File: config.mk
export PLATFORM = sky130hd
export DESIGN_NAME = hhmm_set_ctrl
export DESIGN_NICKNAME = d
export VERILOG_FILES = /design/src/rtl/hhmm_set_ctrl.sv
export SDC_FILE = /design/constraint.sdc
export NUM_CORES = 1
export LEC_CHECK = 0
export CELL_PAD_IN_SITES_DETAIL_PLACEMENT = 0
export CELL_PAD_IN_SITES_GLOBAL_PLACEMENT = 1
export CORE_MARGIN = 1
export CORE_UTILIZATION = 53
export DETAILED_ROUTE_END_ITERATION = 8
export DONT_BUFFER_PORTS = 1
export PLACE_DENSITY_LB_ADDON = 0.25
export SYNTH_ARGS = -nofsm -noshare
export SYNTH_HDL_FRONTEND = slang
export SYNTH_SLANG_ARGS = --single-unit
File: constraint.sdc
create_clock -name clk -period 4.6 [get_ports clk]
set_clock_uncertainty 0.1 [all_clocks]
set_input_delay 0.92 -clock clk [delete_from_list [all_inputs] [get_ports clk]]
set_output_delay 0.92 -clock clk [all_outputs]
set_load 0.02 [all_outputs]
File: src/rtl/hhmm_set_ctrl.sv
// Time-setting controller for the HH:MM clock: forwards the minute tick in run mode,
// and in set mode generates single-step / auto-repeat pulses plus blink enables.
module hhmm_set_ctrl #(
    parameter int unsigned HOLD_DELAY    = 50_000_000,
    parameter int unsigned REPEAT_PERIOD = 10_000_000,
    parameter int unsigned BLINK_HALF    = 25_000_000
) (
    input  logic clk,
    input  logic reset,
    input  logic tick,
    input  logic mode_btn,
    input  logic adj_btn,
    input  logic down_sw,
    output logic min_pulse,
    output logic hour_pulse,
    output logic dec,
    output logic blink_min,
    output logic blink_hour,
    output logic div_clear
);

    localparam int unsigned RPT_MAX = (HOLD_DELAY > REPEAT_PERIOD) ? HOLD_DELAY : REPEAT_PERIOD;
    localparam int unsigned RW      = $clog2(RPT_MAX + 1);
    localparam int unsigned BW      = $clog2(BLINK_HALF + 1);

    localparam logic [RW-1:0] HOLD_LOAD  = RW'(HOLD_DELAY - 1);
    localparam logic [RW-1:0] RPT_LOAD   = RW'(REPEAT_PERIOD - 1);
    localparam logic [BW-1:0] BLINK_LAST = BW'(BLINK_HALF - 1);

    typedef enum logic [1:0] {
        RUN      = 2'd0,
        SET_HOUR = 2'd1,
        SET_MIN  = 2'd2
    } state_e;

    logic [1:0]    mode_sync_q, adj_sync_q, down_sync_q;
    logic          mode_prev_q, adj_prev_q;
    state_e        state_q, state_d;
    logic [RW-1:0] rpt_cnt_q, rpt_cnt_d;
    logic          rpt_act_q, rpt_act_d;
    logic [BW-1:0] blink_cnt_q, blink_cnt_d;
    logic          blink_q, blink_d;
    logic          min_pulse_q, min_pulse_d;
    logic          hour_pulse_q, hour_pulse_d;
    logic          dec_q, dec_d;
    logic          blink_min_q, blink_min_d;
    logic          blink_hour_q, blink_hour_d;
    logic          div_clear_q, div_clear_d;

    logic mode_edge, adj_edge, adj_held, in_set, step;

    assign mode_edge = mode_sync_q[1] & ~mode_prev_q;
    assign adj_edge  = adj_sync_q[1] & ~adj_prev_q;
    assign adj_held  = adj_sync_q[1];
    assign in_set    = (state_q != RUN);

    // Next-state and output decode; a mode edge always pre-empts any step.
    always_comb begin
        state_d      = state_q;
        rpt_cnt_d    = rpt_cnt_q;
        rpt_act_d    = rpt_act_q;
        blink_cnt_d  = blink_cnt_q;
        blink_d      = blink_q;
        step         = 1'b0;
        min_pulse_d  = 1'b0;
        hour_pulse_d = 1'b0;
        div_clear_d  = 1'b0;

        if (mode_edge) begin
            unique case (state_q)
                RUN:      state_d = SET_HOUR;
                SET_HOUR: state_d = SET_MIN;
                SET_MIN: begin
                    state_d     = RUN;
                    div_clear_d = 1'b1;
                end
                default:  state_d = RUN;
            endcase
            rpt_cnt_d = '0;
            rpt_act_d = 1'b0;
        end else if (in_set) begin
            if (adj_edge) begin
                step      = 1'b1;
                rpt_cnt_d = HOLD_LOAD;
                rpt_act_d = 1'b1;
            end else if (!adj_held) begin
                rpt_cnt_d = '0;
                rpt_act_d = 1'b0;
            end else if (rpt_act_q) begin
                if (rpt_cnt_q == '0) begin
                    step      = 1'b1;
                    rpt_cnt_d = RPT_LOAD;
                end else begin
                    rpt_cnt_d = rpt_cnt_q - RW'(1);
                end
            end
        end

        if (state_q == RUN) begin
            min_pulse_d = tick;
        end else if (state_q == SET_MIN) begin
            min_pulse_d = step;
        end
        hour_pulse_d = step & (state_q == SET_HOUR);
        dec_d        = (state_d != RUN) & down_sync_q[1];

        // Blink phase restarts visible on every state change.
        if (state_d != state_q) begin
            blink_cnt_d = '0;
            blink_d     = 1'b0;
        end else if (blink_cnt_q == BLINK_LAST) begin
            blink_cnt_d = '0;
            blink_d     = ~blink_q;
        end else begin
            blink_cnt_d = blink_cnt_q + BW'(1);
        end
        blink_hour_d = blink_d & (state_d == SET_HOUR);
        blink_min_d  = blink_d & (state_d == SET_MIN);
    end

    always_ff @(posedge clk or negedge reset) begin
        if (!reset) begin
            mode_sync_q  <= '0;
            adj_sync_q   <= '0;
            down_sync_q  <= '0;
            mode_prev_q  <= 1'b0;
            adj_prev_q   <= 1'b0;
            state_q      <= RUN;
            rpt_cnt_q    <= '0;
            rpt_act_q    <= 1'b0;
            blink_cnt_q  <= '0;
            blink_q      <= 1'b0;
            min_pulse_q  <= 1'b0;
            hour_pulse_q <= 1'b0;
            dec_q        <= 1'b0;
            blink_min_q  <= 1'b0;
            blink_hour_q <= 1'b0;
            div_clear_q  <= 1'b0;
        end else begin
            mode_sync_q  <= {mode_sync_q[0], mode_btn};
            adj_sync_q   <= {adj_sync_q[0], adj_btn};
            down_sync_q  <= {down_sync_q[0], down_sw};
            mode_prev_q  <= mode_sync_q[1];
            adj_prev_q   <= adj_sync_q[1];
            state_q      <= state_d;
            rpt_cnt_q    <= rpt_cnt_d;
            rpt_act_q    <= rpt_act_d;
            blink_cnt_q  <= blink_cnt_d;
            blink_q      <= blink_d;
            min_pulse_q  <= min_pulse_d;
            hour_pulse_q <= hour_pulse_d;
            dec_q        <= dec_d;
            blink_min_q  <= blink_min_d;
            blink_hour_q <= blink_hour_d;
            div_clear_q  <= div_clear_d;
        end
    end

    assign min_pulse  = min_pulse_q;
    assign hour_pulse = hour_pulse_q;
    assign dec        = dec_q;
    assign blink_min  = blink_min_q;
    assign blink_hour = blink_hour_q;
    assign div_clear  = div_clear_q;

endmodule

; ---- After elaboration in Yosys (flattened, before gate mapping)
; Index checks and enable logic that the tools add are counted.
; W data, S select, Z words.
[word_totals]
register_bits = 69
input_bits = 6
out_inout_bits = 6
elab_cells = 68
[classes]
n_addsub = 2
eq_ne = 8
mux = 26
n_bitwise = 9
n_reduce_logical = 7
[ops]
columns = cell, count
row1 = $mux W26, 6
row2 = $mux W25, 2
row3 = $logic_not A26 Y1, 1
row4 = $sub A26 B1 Y26 const B, 1
row5 = $add A25 B1 Y25 const B, 1
row6 = $eq A25 B25 Y1 const B, 1
row7 = $mux W1, 16
row8 = $and A1 B1 Y1, 6
row9 = $reduce_bool A2 Y1, 3
row10 = $eq A2 B1 Y1 const B, 2
row11 = $eq A2 B2 Y1 const B, 2
row12 = $ne A4 B1 Y1 const B, 1
row13 = $pmux W2 S2, 1
row14 = $reduce_and A2 Y1, 2
row15 = $ne A3 B1 Y1 const B, 1
row16 = $not A1 Y1, 3
row17 = $logic_not A2 Y1, 1
row18 = $mux W2, 1
row19 = $ne A2 B2 Y1, 1

; ---- Depth between registers and ports, before layout
[logic_depth]
depth_word = 9
mapped_depth = 8
mapped_depth_nobuf = 7

; ---- Worst setup path after synthesis
; OpenSTA, ideal clock, no wires.
[synth_path]
path_kind = flip-flop to flip-flop
from = register rpt_cnt_q[0]
to = register rpt_cnt_q[19]
arrival_ns = 2.336
path_slack_ns = 2.070
path_stages_with_launch = 9
path_buffers = 1
period_less_slack_ns = 2.530
path_cell_list = dfrtp_1 > inv_1 > ha_1 > or4b_1 > or4_4 > buf_6 > o311ai_4 > nor2_2 > a221oi_2
[synth_between]
elab_chain_cells = 7
word_cells_on_any_way = 8
[synth_rtl]
columns = item, line
row1 = start: declaration, 39  ; logic [RW-1:0] rpt_cnt_q, rpt_cnt_d;
row2 = start signal: assignment, 146  ; rpt_cnt_q <= rpt_cnt_d;
row3 = $sub A26 B1 Y26 or $logic_not A26 Y1 (tied branches), "94, 90"
row4 = $mux W26 *, 90  ; if (rpt_cnt_q == '0) begin
row5 = $mux W26 *, 89  ; end else if (rpt_act_q) begin
row6 = $mux W26 *, 86  ; end else if (!adj_held) begin
row7 = $mux W26 *, 82  ; if (adj_edge) begin
row8 = $mux W26 *, 81  ; end else if (in_set) begin
row9 = $mux W26 *, 69  ; if (mode_edge) begin
; Every way passes the cells marked *; elsewhere a longest branch is shown, timed or not. The select of a mux whose other input is x is not followed.
; A chain may end at the register's enable or synchronous reset.

; ---- Worst setup path in the final report
[layout_path]
from = register rpt_cnt_q[0]
to = register rpt_cnt_q[14]
; The elaborated chain is that of the path after synthesis.

==> results by group <==
Critical path
  – Worst EP required: ~4.7 ns
  – CP max FO: 11
  – Critical Path Sink Type: register
  – Crit path DAT: slightly below 3 ns
  – Crit Path Class: register to register
  – CP Launch Type: register

Logic synthesis
  – Syn Std Cell Area: roughly 0.0034 mm^2
  – #FFs+latches synth: roughly 70
  – Syn_area_per_cell: ~9.7 um^2
  – Netlist cell types: 55
  – Post-synth EDFFs: 0
  – Async S/R FF share, synth: between 90% and 100%
  – Synthesized instance count: ~360
  – Register area share after synthesis: 50.05%
  – Synth Net Count: approximately 370
  – Ys flop type: dfrtp_1
  – Syn. warnings: 0

STA
  – Final hold vios: 0
  – Setup violators final: 0
  – Period utilization: roughly three fifths
  – Slew @ Worst Pin: 1.104 ns
  – RSZ-0062 raised after global routing: no
  – Fmax: between 300 and 400 MHz
  – Final setup TNS: 0 ns
  – Slew HR: roughly 26%
  – Fin crit period: around 2.8 ns
  – Max-slew violations: 0

Clocking
  – CTS tree: done
  – Htree depth: 3
  – Hold Buf Count CTS: 0
  – Buffer count from post-CTS setup fixing: 0
  – Clk sinks: just under 70
  – Clock tree buffer depth: 2
  – Clock Pin Slew Worst Setup and Hold Paths: 0.09 ns
  – Total CTS buffers: 9
  – Later-pin clock latency in the skew report: around 0.35 ns
  – Clk root buf: clkbuf_8
  – Post_cts resized: 0

Place
  – HPWL after DPL: about 4700 um
  – Port bufs: 0
  – RePlAce Congestion: 0.8080

Power
  – Power Dens Cells: just over 500 mW/mm^2
  – Total power: around 0.0019 W
  – Peak supply drop: 0.3674 mV
  – Pleak: 1.562 nW

Route
  – Antenna viol nets, final: 0
  – Routed WL: 7106 um
  – DR iter-0 viols: between 100 and 150
  – Detailed-router iteration count before antenna repair: 4
  – Via Count: between 2000 and 3000
  – Vias per inst: 5.973
  – Wire length per cell: around 16 um
  – DRC Markers: 0

Floorplanning
  – Row cnt: 29
  – Die X: 82.68 um
  – Initial Utilization: a little over half
  – Num ports: 12
  – Core Region: around 0.0063 mm^2
  – Full die area: roughly 0.0068 mm^2
  – Die H: approximately 83 um

Global routing
  – Vias in the first global route: 2399
  – GRT Overall Usage: 23.27%
  – First-pass GRT wire length: 11640 um
  – Grt ovf: 0
  – Pin count of the biggest net entering global routing: 70
  – Initial antenna violation count: 0

Cells and area
  – Multi-input logic area: between 0.0015 and 0.002 mm^2
  – Antenna Cells: 0
  – Area grow syn2layout: 6.529%
  – Final Net Count: ~360
  – Number of fill cells: ~600
  – Commonest non-fill, non-tap cell in the layout: dfrtp_1
  – Share of layout cells above drive strength 1: between 9 and 10%
  – Commonest cells after routing, fill and taps aside: dfrtp_1, nor2_1, nand2_1, xor2_1, nand3_1
  – Register area: 0.001727 mm^2

Status
  – Status: finished, final reports clean

Min path
  – Hold Crit Class: primary input to async pin

Job
  – Number of max-cap violations: 0
==> cell families after synthesis <==
kind of cell	count (synthesis)	share of synthesized area (%)
multiplexers	1	0.2902
XOR/XNOR	29	7.363
adder cells (fa/ha/maj)	2	0.7253
buffers and inverters	21	2.575
AND/OR/NAND/NOR	177	26.51
flip-flops	69	50.05
AO/OA/AOI/OAI	58	12.48
==> flip-flops by register name, indices dropped and copies added, names as in the netlist, 2 cells and up <==
register,count
rpt_cnt_q,26
state_q,2
blink_cnt_q,25
down_sync_q,2
mode_sync_q,2
adj_sync_q,2
==> power by group <==
part / switching [W] / internal (W) / leakage (nW) / total, W
clock: 0.000252 / 0.000203 / 0.0959 / 0.000455
combinational: 0.000352 / 0.000214 / 0.554 / 0.000566
sequential: 0.000137 / 0.000715 / 0.912 / 0.000853
total: 0.000741 / 0.00113 / 1.56 / 0.00187
==> path summary, 6_finish.rpt <==
path,start,endpoint,slack [ns],cells past startpoint
min in group clk,adj_sync_q[0]$_DFF_PN0_,adj_sync_q[1]$_DFF_PN0_,0.26,0
max reg2reg,rpt_cnt_q[0]$_DFFE_PN0P_,rpt_cnt_q[14]$_DFFE_PN0P_,1.76,7
max in group asynchronous,reset,rpt_cnt_q[25]$_DFFE_PN0P_,4.11,0
min,reset,blink_cnt_q[12]$_DFF_PN0_,0.15,0
min reg2reg,adj_sync_q[0]$_DFF_PN0_,adj_sync_q[1]$_DFF_PN0_,0.26,0
max,rpt_cnt_q[0]$_DFFE_PN0P_,rpt_cnt_q[14]$_DFFE_PN0P_,1.76,7
==> through the flow <==
stage               instance area [um^2]  worst slack, ns  cells  utilization (%)  hold WS [ns]
finish                              3675            1.755    438            58.20        0.1548
global route                        3675            1.507    438            58.20        0.1253
CTS                                 3675            1.792    438            58.20        0.1413
detailed placement                  3495            1.815    422            55.35        0.2380
global placement                    3495            1.867    422            55.35        0.2356
floorplan                           3450            2.070    357                -        0.2312
==> cell type report <==
cell class	count	area share, %
Sequential cell	69	46.99
Clock inverter	7	1.532
Clock buffer	9	3.371
Multi-Input combinational cell	267	44.47
Inverter	8	0.8172
Tap cell	77	2.622
Timing Repair Buffer	1	0.2043
==> synthesized netlist by cell type (5+ instances only) <==
cell type | count | share of area [%]
dfrtp_1 | 69 | 50
or4_1 | 7 | 1.5
nor4_1 | 12 | 2.2
xor2_1 | 21 | 5.3
o21ai_0 | 15 | 2.2
nor3_1 | 12 | 1.7
nor2_1 | 53 | 5.8
nand3_1 | 19 | 2.8
nand4_1 | 11 | 2.0
clkbuf_1 | 9 | 0.98
and3_1 | 5 | 0.91
inv_1 | 8 | 0.87
xnor2_1 | 8 | 2.0
nand2_1 | 31 | 3.4
a21oi_1 | 13 | 1.9
==> worst max-delay path: stages, from the launching register on <==
cell	delay, ns
dfrtp_1	0.42
inv_1	0.07
ha_1	0.19
or4b_1	0.59
nor4_1	0.40
a31oi_1	0.40
nor4b_1	0.29
a211o_1	0.29
==> layer usage <==
layer  vias to the layer above  GRT usage, %  share of wire [%]
met2                        52         34.84                 45
met3                         5         5.604                4.7
li1                       1293             -                  -
met1                      1266         33.03                 50
met5                         -             0                  0
met4                         0         7.759               0.77
Power figures use the tool's default switching activity.
